--- config.mk ---
export PLATFORM = sky130hd
export DESIGN_NAME = matrix_line_scanner
export DESIGN_NICKNAME = d
export VERILOG_FILES = /design/src/rtl/matrix_line_scanner.sv
export SDC_FILE = /design/constraint.sdc
export NUM_CORES = 1
export LEC_CHECK = 0
export BUFFER_PORTS_ARGS = -buffer_cell sky130_fd_sc_hd__buf_2
export CORE_AREA = 3 3 103 105
export CTS_CLUSTER_SIZE = 16
export DETAILED_ROUTE_END_ITERATION = 6
export DIE_AREA = 0 0 106 108
export GPL_TIMING_DRIVEN = 0
export PLACE_DENSITY = 0.83
export SLEW_MARGIN = 20
export SYNTH_ARGS = -nofsm -noshare
export SYNTH_HDL_FRONTEND = slang
export SYNTH_SLANG_ARGS = --single-unit
--- constraint.sdc ---
create_clock -name clk -period 3.53 [get_ports clk]
set_clock_uncertainty 0.1 [all_clocks]
set_input_delay 0.353 -clock clk [delete_from_list [all_inputs] [get_ports clk]]
set_output_delay 0.353 -clock clk [all_outputs]
set_load 0.01 [all_outputs]
--- src/rtl/matrix_line_scanner.sv ---
// Time-multiplexed LED matrix line scanner with a double-buffered line mask and blanking gaps.
// Optional brightness control via per-dwell duty threshold is enabled by MATRIX_LINE_BRIGHT_EN.
module matrix_line_scanner #(
   parameter int LINES     = 7,
   parameter int CODE_W    = 3,
   parameter int DWELL     = 1000,
   parameter int BLANK_CYC = 50
) (
   input  logic              clk,
   input  logic              rst_n,
   input  logic              in_valid,
   input  logic [CODE_W-1:0] in_code,
   input  logic              in_clear,
   output logic [LINES-1:0]  line_o,
   output logic              active_o,
   output logic              err_o
`ifdef MATRIX_LINE_BRIGHT_EN
   ,
   input  logic [3:0]        bright_i
`endif
);

   localparam int DW_W = (DWELL > 1) ? $clog2(DWELL) : 1;
   localparam int BL_W = (BLANK_CYC > 1) ? $clog2(BLANK_CYC) : 1;
   localparam logic [DW_W-1:0] DWELL_LAST = DW_W'(DWELL - 1);
   localparam logic [BL_W-1:0] BLANK_LAST = BL_W'((BLANK_CYC > 0) ? BLANK_CYC - 1 : 0);
   localparam logic [CODE_W-1:0] CODE_MAX = CODE_W'(LINES);

   typedef enum logic [1:0] {IDLE, SHOW, BLANK} state_t;

   // Reset asserts immediately but releases two clocks later.
   logic [1:0] rst_sync_reg;
   logic       rst_int_n;

   always_ff @(posedge clk or negedge rst_n) begin
      if (!rst_n) rst_sync_reg <= 2'b00;
      else        rst_sync_reg <= {rst_sync_reg[0], 1'b1};
   end
   assign rst_int_n = rst_sync_reg[1];

   state_t            state_reg, state_next;
   logic [LINES-1:0]  pending_reg, pending_next;
   logic [LINES-1:0]  shadow_reg;
   logic [CODE_W-1:0] cur_reg, cur_next;
   logic [DW_W-1:0]   dwell_reg, dwell_next;
   logic [BL_W-1:0]   blank_reg, blank_next;
   logic [LINES-1:0]  line_reg, line_next;
   logic              active_reg;
   logic              err_reg;
   logic [LINES-1:0]  hit;
   logic              write_ok;
   logic              load_shadow;
   logic [CODE_W-1:0] nxt_shadow, nxt_pend;

   assign write_ok = in_valid && (in_code <= CODE_MAX);

   generate
      for (genvar gi = 0; gi < LINES; gi++) begin : g_hit
         assign hit[gi] = write_ok && ((in_code == '0) || (in_code == CODE_W'(gi + 1)));
      end
   endgenerate

   assign pending_next = (pending_reg & ~hit) | (hit & {LINES{~in_clear}});

   // First set bit strictly after 'from', wrapping; returns 'from' when it is the only one.
   function automatic logic [CODE_W-1:0] next_line(input logic [LINES-1:0] mask,
                                                    input logic [CODE_W-1:0] from);
      logic [CODE_W-1:0] res;
      logic              found;
      logic [LINES-1:0]  sh;
      int                idx;
      res   = from;
      found = 1'b0;
      for (int k = 1; k <= LINES; k++) begin
         idx = (int'(from) + k) % LINES;
         sh  = mask >> idx;
         if (!found && sh[0]) begin
            res   = CODE_W'(idx);
            found = 1'b1;
         end
      end
      return res;
   endfunction

   assign nxt_shadow  = next_line(shadow_reg, cur_reg);
   assign nxt_pend    = next_line(pending_reg, cur_reg);
   assign load_shadow = (state_reg == IDLE) ||
                        ((state_reg == SHOW) && (dwell_reg == DWELL_LAST)) ||
                        ((state_reg == BLANK) && (blank_reg == BLANK_LAST));

   always_comb begin
      state_next = state_reg;
      cur_next   = cur_reg;
      dwell_next = dwell_reg;
      blank_next = blank_reg;
      case (state_reg)
         IDLE: begin
            if (shadow_reg != '0) begin
               state_next = SHOW;
               cur_next   = nxt_shadow;
               dwell_next = '0;
            end
         end
         SHOW: begin
            // End of dwell decides on the freshly copied mask, i.e. the pending one.
            if (dwell_reg == DWELL_LAST) begin
               if (pending_reg == '0) begin
                  state_next = IDLE;
               end else if ((nxt_pend == cur_reg) || (BLANK_CYC == 0)) begin
                  state_next = SHOW;
                  cur_next   = nxt_pend;
                  dwell_next = '0;
               end else begin
                  state_next = BLANK;
                  blank_next = '0;
               end
            end else begin
               dwell_next = dwell_reg + 1'b1;
            end
         end
         BLANK: begin
            if (blank_reg == BLANK_LAST) begin
               if (pending_reg == '0) begin
                  state_next = IDLE;
               end else begin
                  state_next = SHOW;
                  cur_next   = nxt_pend;
                  dwell_next = '0;
               end
            end else begin
               blank_next = blank_reg + 1'b1;
            end
         end
         default: state_next = IDLE;
      endcase
   end

`ifdef MATRIX_LINE_BRIGHT_EN
   localparam int TH_W = $clog2(DWELL + 1);
   logic [TH_W-1:0] thr_reg, thr_next;
   logic            show_entry;

   assign show_entry = (state_next == SHOW) &&
                       ((state_reg != SHOW) || (dwell_reg == DWELL_LAST));
   assign thr_next   = show_entry ? TH_W'(((int'(bright_i) + 1) * DWELL) >> 4) : thr_reg;

   always_comb begin
      line_next = '0;
      if ((state_next == SHOW) && (int'(dwell_next) < int'(thr_next)))
         line_next = LINES'(1) << cur_next;
   end

   always_ff @(posedge clk or negedge rst_int_n) begin
      if (!rst_int_n) thr_reg <= '0;
      else            thr_reg <= thr_next;
   end
`else
   always_comb begin
      line_next = '0;
      if (state_next == SHOW)
         line_next = LINES'(1) << cur_next;
   end
`endif

   always_ff @(posedge clk or negedge rst_int_n) begin
      if (!rst_int_n) begin
         state_reg   <= IDLE;
         pending_reg <= '0;
         shadow_reg  <= '0;
         cur_reg     <= CODE_W'(LINES - 1);
         dwell_reg   <= '0;
         blank_reg   <= '0;
         line_reg    <= '0;
         active_reg  <= 1'b0;
         err_reg     <= 1'b0;
      end else begin
         state_reg   <= state_next;
         pending_reg <= pending_next;
         cur_reg     <= cur_next;
         dwell_reg   <= dwell_next;
         blank_reg   <= blank_next;
         line_reg    <= line_next;
         err_reg     <= in_valid && (in_code > CODE_MAX);
         if (load_shadow) begin
            shadow_reg <= pending_reg;
            active_reg <= |pending_reg;
         end
      end
   end

   assign line_o   = line_reg;
   assign active_o = active_reg;
   assign err_o    = err_reg;

endmodule

==> results of run 1 <==
## synth_stat cells, types with 7 or more instances
library cell,n
xnor2_1,14
inv_1,41
nor3_1,24
a211oi_1,17
or2_2,7
nand3_1,32
o31ai_1,7
a31oi_1,20
a21oi_1,49
nand2b_1,26
nand2_1,89
dfrtp_1,44
o211ai_1,12
o22ai_1,9
clkbuf_1,25
ha_1,35
nor2_1,60
and3_1,9
nor2b_1,13
a211o_1,8
nor4_1,12
o21ai_0,51
buf_2,10
nand3b_1,11
mux2_2,18
o21a_1,7
or3_1,9
and2_1,8
nand4_1,9
a21o_1,9
mux2i_1,35
## kinds of logic after synthesis
kind of cell             Yosys count  share of synthesized area (%)
AO/OA/AOI/OAI                    294                           32.4
buffers and inverters             86                           5.10
other                              2                          0.111
adder cells (fa/ha/maj)           36                           6.77
multiplexers                      58                           9.67
XOR/XNOR                          20                           3.64
flip-flops                        46                           17.0
AND/OR/NAND/NOR                  332                           25.3
## per-stage QoR
| step | hold slack [ns] | setup TNS (ns) | utilization [%] |
|---|---|---|---|
| CTS | 0.145 | -59.18 | 84.8 |
| detailed placement | 0.0417 | -82.52 | 75.0 |
| global placement | 0.0377 | -77.87 | 74.7 |
| floorplan | -0.0426 | -50.78 | - |
## per-layer routing
layer  global-route usage [%]  GRT overflow
met1                     73.0             3
met2                     93.6            45
met3                     56.7             1
met4                     83.0            58
met5                     18.3             0
## repair_timing
action,CTS
resized for setup,113
hold endpoints to repair,2
buffers inserted,46
pin swaps,43
gates cloned,0
setup endpoints to repair,27
hold buffers,1
==> results by group, run 1 <==
Clock network
  • CTS max path bufs: 2
  • Total number of H-tree levels: 2
  • Cts bufs inserted: 5
  • Master cell of the clock root buffer: clkbuf_8
  • Total clock sinks: 46

Logic synthesis
  • Async S/R FF share, synth: 100%
  • Fraction of post-synthesis cell area in the top cell type by area: between 10% and 20%
  • Ranking of synthesized cells by area: dfrtp_1 (16%), ha_1 (6.5%), mux2i_1 (5.2%), nand2_1 (4.9%), o21ai_0 (3.8%)
  • Most used flip-flop cell after synthesis: dfrtp_1
  • Average cell area after synthesis: 7.74 sq um
  • Mapped Area: just under 7000 sq um
  • Count of state elements after synthesis: 46
  • Syn nets: between 900 and 1k
  • Count of flip-flops with a built-in enable after synthesis: 0
  • Count of warnings emitted by yosys: 0
  • Sequential cell area fraction in the yosys report: between 10% and 20%
  • Netlist cell types: 110
  • Largest area contributor in the synthesized netlist: dfrtp_1
  • Post-synthesis instance total: a little under 900

Run status
  • Last stage reached: 5_1_grt
  • Error that halted the flow: [ERROR GRT-0232] Routing congestion too high. Check the congestion heatmap in the GUI.
  • Status: stopped before the end

Floorplanning
  • Row Count: 36
  • Chip width: approximately 110 microns
  • Effective utilization at floorplan: 69.6%
  • Number of top-level pins: 16
  • DIE HEIGHT: roughly 110 microns

Placed design
  • Pre-CTS setup slack: -3.40 ns
  • Number of placed cells counting well taps: 1023
  • IO Port Bufs: 15
  • Final weighted congestion in routability-driven placement: approximately 1.1
  • Cell area after placement: between 7000 and 8000 sq um
  • Post-detailed-placement half-perimeter wirelength: 17900 microns

STA
  • Worst endpoint kind after the last repair: sequential cell input
  • Worst setup endpoint after the global-route repair_timing: line_o[2]$_DFF_PN0_/D

Global route
  • Largest net degree at the start of global routing: 26
  • Congestion Overflow GR: between 100 and 150
  • GRT Total Usage: about three quarters
==> inputs of run 2 (changes only) <==
Settings changed: CORE_AREA 3 3 103 105 to 3 3 135 137, CTS_CLUSTER_SIZE 16 to default, DIE_AREA 0 0 106 108 to 0 0 138 140, PLACE_DENSITY 0.83 to default, PLACE_DENSITY_LB_ADDON from default to 0.15.
==> run 2 against run 1 <==
Compared with the run above: the flow now finishes, with violations (negative setup slack); synthesized cell count did not move; synthesized area stayed put.
==> results by group, run 2 <==
Run status
  • Status: complete, but fails checks
  • Failing checks: negative setup slack

Logic synthesis
  • Leading cell types by count after synthesis: nand2_1 (89), nor2_1 (60), o21ai_0 (51), a21oi_1 (49), dfrtp_1 (44)
  • Ranking of synthesized cells by area: dfrtp_1 (16%), ha_1 (6.5%), mux2i_1 (5.2%), nand2_1 (4.9%), o21ai_0 (3.8%)
  • Post-synthesis instance total: 874 (unchanged)
  • Largest area contributor in the synthesized netlist: dfrtp_1
  • Count of state elements after synthesis: 46 (unchanged)
  • Netlist cell types: 110 (unchanged)
  • Sequential cell area fraction in the yosys report: 17.0% (unchanged)
  • Count of warnings emitted by yosys: 0 (unchanged)
  • Count of flip-flops with a built-in enable after synthesis: 0 (unchanged)
  • Most used flip-flop cell after synthesis: dfrtp_1
  • Async S/R FF share, synth: 100% (unchanged)
  • Most repeated cell in the gate-level netlist after synthesis: nand2_1
  • Average cell area after synthesis: 7.74 sq um (unchanged)
  • Syn nets: 917 (unchanged)
  • Mapped Area: 6770 sq um (unchanged)
  • Fraction of post-synthesis cell area in the top cell type by area: 16.3% (unchanged)

Power
  • Part of the power in registers: 6.4%
  • Logic gate share of total power: 88.8%
  • LEAKAGE: 0.00376 uW
  • Int Power: 4990 uW
  • Clock network fraction of total power: approximately 4.8%
  • Maximum ir drop on the vdd rail: 0.000393 V
  • Proportion of total power due to net switching: 50.5%
  • Sw Pwr: about 5100 uW
  • PwrDens: between 1000 and 1500 nW/um^2

Placed design
  • Post-detailed-placement half-perimeter wirelength: 17700 microns (-1.5%)
  • Pre-CTS setup slack: -3.37 ns (+0.0263 ns)
  • Cell area after placement: 7400 sq um (+1.5%)
  • Number of placed cells counting well taps: 1115 (+9.0%)
  • IO Port Bufs: 15 (unchanged)
  • Final weighted congestion in routability-driven placement: 0.994 (-13%)

Clock network
  • Cts bufs inserted: 5 (unchanged)
  • Clock-pin slew of the registers on the worst-case setup and hold paths: ~0.07 ns
  • Total number of H-tree levels: 2 (unchanged)
  • Master cell of the clock root buffer: clkbuf_16
  • CTS max path bufs: 2 (unchanged)
  • Worst-Skew Late Latency: roughly 0.30 ns
  • CTS tree: yes
  • Total clock sinks: 46 (unchanged)

Setup path
  • CP Launch Type: register
  • Crit-path max FO: 6
  • Element type at the critical path end: register
  • Required @ worst endpoint: approximately 3.7 ns
  • Critical path class: register to register
  • Data arrival time of the critical path: just under 6 ns

STA
  • Final setup margin: -2.28 ns
  • F_max: 172 MHz
  • Final Slew Violations: 0
  • Fin crit share: 165%
  • RSZ-0062 raised after global routing: true
  • Final hold slack: between 0.1 and 0.15 ns
  • Max-slew headroom at the worst pin: 41.3%
  • Final Hold Violating Endpoints: 0
  • Post-layout min period: around 5.8 ns
  • Transition time of the tightest slew-check pin: between 0.8 and 0.9 ns
  • Count of endpoints failing setup in the final report: 27

Detailed routing
  • Post-route DRC violation count: 0
  • Via-to-Cell Ratio: around 6.3
  • Detailed-router iteration count before antenna repair: 5
  • Total Routed Length: between 20000 and 30000 microns
  • Via count: just under 8k
  • DR WL/cell: 21.3 microns
  • Residual antenna-violating net count after detailed routing: 0
  • First-iteration detailed-routing DRC count: around 700

Floorplanning
  • Chip width: 138 microns (+30%)
  • Total die area: 19300 sq um
  • Core Region: between 15000 and 20000 sq um
  • Effective utilization at floorplan: 39.4% (-30 points)
  • DIE HEIGHT: 140 microns (+30%)
  • Number of top-level pins: 16 (unchanged)
  • Row Count: 48 (+33%)

Global route
  • Congestion Overflow GR: 0
  • Via count of the first global-routing pass: just over 7k
  • Largest net degree at the start of global routing: 26
  • Antenna violations before repair: 0
  • First-pass GRT wire length: 40700 microns
  • GRT Total Usage: between 20 and 30%

Finish
  • Top library cells by usage in the layout, fill and taps aside: buf_4 (99), nand2_1 (87), nor2_1 (56)
  • Layout cell share with drive strength beyond 1: between 30% and 40%
  • Number of antenna repair diodes: 0
  • Most frequent standard cell in the layout excluding fill and tap cells: buf_4
  • Number of cells in the finished layout apart from fillers: approximately 1.2k
  • Final Util: a little over half
  • Total non-filler cell area in the finished layout: around 9400 sq um
  • Final Net Count: between 1k and 1.5k
  • Fillers: 1598
  • Layout area overhead: 38.3%

Worst hold path
  • Classification of the worst-slack hold path: register to asynchronous set/reset pin

Flow run
  • Max_cap viols: 0
==> run 2: metrics by stage <==
step / setup TNS [ns] / power [uW]
floorplan: -50.78 / 5250
global placement: -85.87 / 6590
detailed placement: -85.74 / 6550
CTS: -55.65 / 8830
global route: -62.23 / 10600
finish: -57.69 / 10100
==> run 2: cells by family (layout without fill, tap and decap cells) <==
group,Yosys count,in the layout,share of synthesized area (%)
flip-flops,46,46,17.0
AND/OR/NAND/NOR,332,332,25.3
other,2,2,0.111
adder cells (fa/ha/maj),36,36,6.77
AO/OA/AOI/OAI,294,294,32.4
buffers and inverters,86,223,5.10
multiplexers,58,58,9.67
XOR/XNOR,20,20,3.64
==> run 2: per-layer routing <==
| metal | share of wire, % | up-vias | GRT usage [%] | wire length [microns] |
|---|---|---|---|---|
| li1 | - | 3611 | - | - |
| met1 | 43 | 3742 | 35.6 | 11300 |
| met2 | 45 | 352 | 41.4 | 11900 |
| met3 | 9.1 | 66 | 4.71 | 2400 |
| met4 | 2.9 | 0 | 7.85 | 771 |
| met5 | 0 | - | 0 | 0 |
==> run 2: timing repair <==
action,CTS,global route
buffers inserted,79,36
setup endpoints to repair,27,27
endpoints found under the hold margin,2,0
gates resized for setup,145,62
hold buffers,1,0
gates cloned,0,1
pin swaps,60,64
==> run 2: layout make-up <==
type	instances	area (sq um)	area share (%)
inverter	45	206	2.21
clock inverter	3	23.8	0.254
buffer	39	338	3.61
clock buffer	5	125	1.34
timing repair buffer	131	1040	11.1
multi-input combinational	742	6180	66.0
tap	225	282	3.01
sequential	46	1170	12.5
==> run 2: critical path, cell delays in order, from the launching register on <==
cell	delay, ns
dfstp_4	0.69
clkinvlp_4	0.11
buf_6	0.14
buf_6	0.14
ha_4	0.18
a21o_1	0.18
a32oi_2	0.19
ha_2	0.24
fa_1	0.43
o21bai_4	0.20
a22oi_2	0.31
mux2i_1	0.22
o211a_1	0.20
buf_6	0.11
nor4_4	0.03
buf_4	0.19
or4_4	0.42
a2111o_1	0.40
nand3_2	0.11
o211ai_4	0.13
o31a_1	0.30
buf_6	0.14
nor4_4	0.35
and3_1	0.22
==> run 2: worst paths after layout <==
kind	start	to	slack, ns	cells after the start
worst max-delay path	cur_reg[1]	line_o[4]	-2.28	23
worst min-delay path	rst_sync_reg[1]	line_o[6]	0.11	0
worst max register to register	cur_reg[1]	line_o[4]	-2.28	23
worst min register to register	rst_sync_reg[1]	line_o[6]	0.11	0
max in group asynchronous	rst_sync_reg[1]	cur_reg[2]	2.66	1
min in group clk	in_clear	register	0.22	2
==> run 2: power groups by stage <==
stage          clock, uW  combinational (uW)  sequential [uW]
2_1_floorplan          0                4610              635
3_3_place_gp           0                5910              677
3_5_place_dp           0                5880              669
4_1_cts              499                7690              638
5_1_grt              515                9470              646
6_report             487                8960              641
Note: power is estimated with default switching activity, not from simulation.
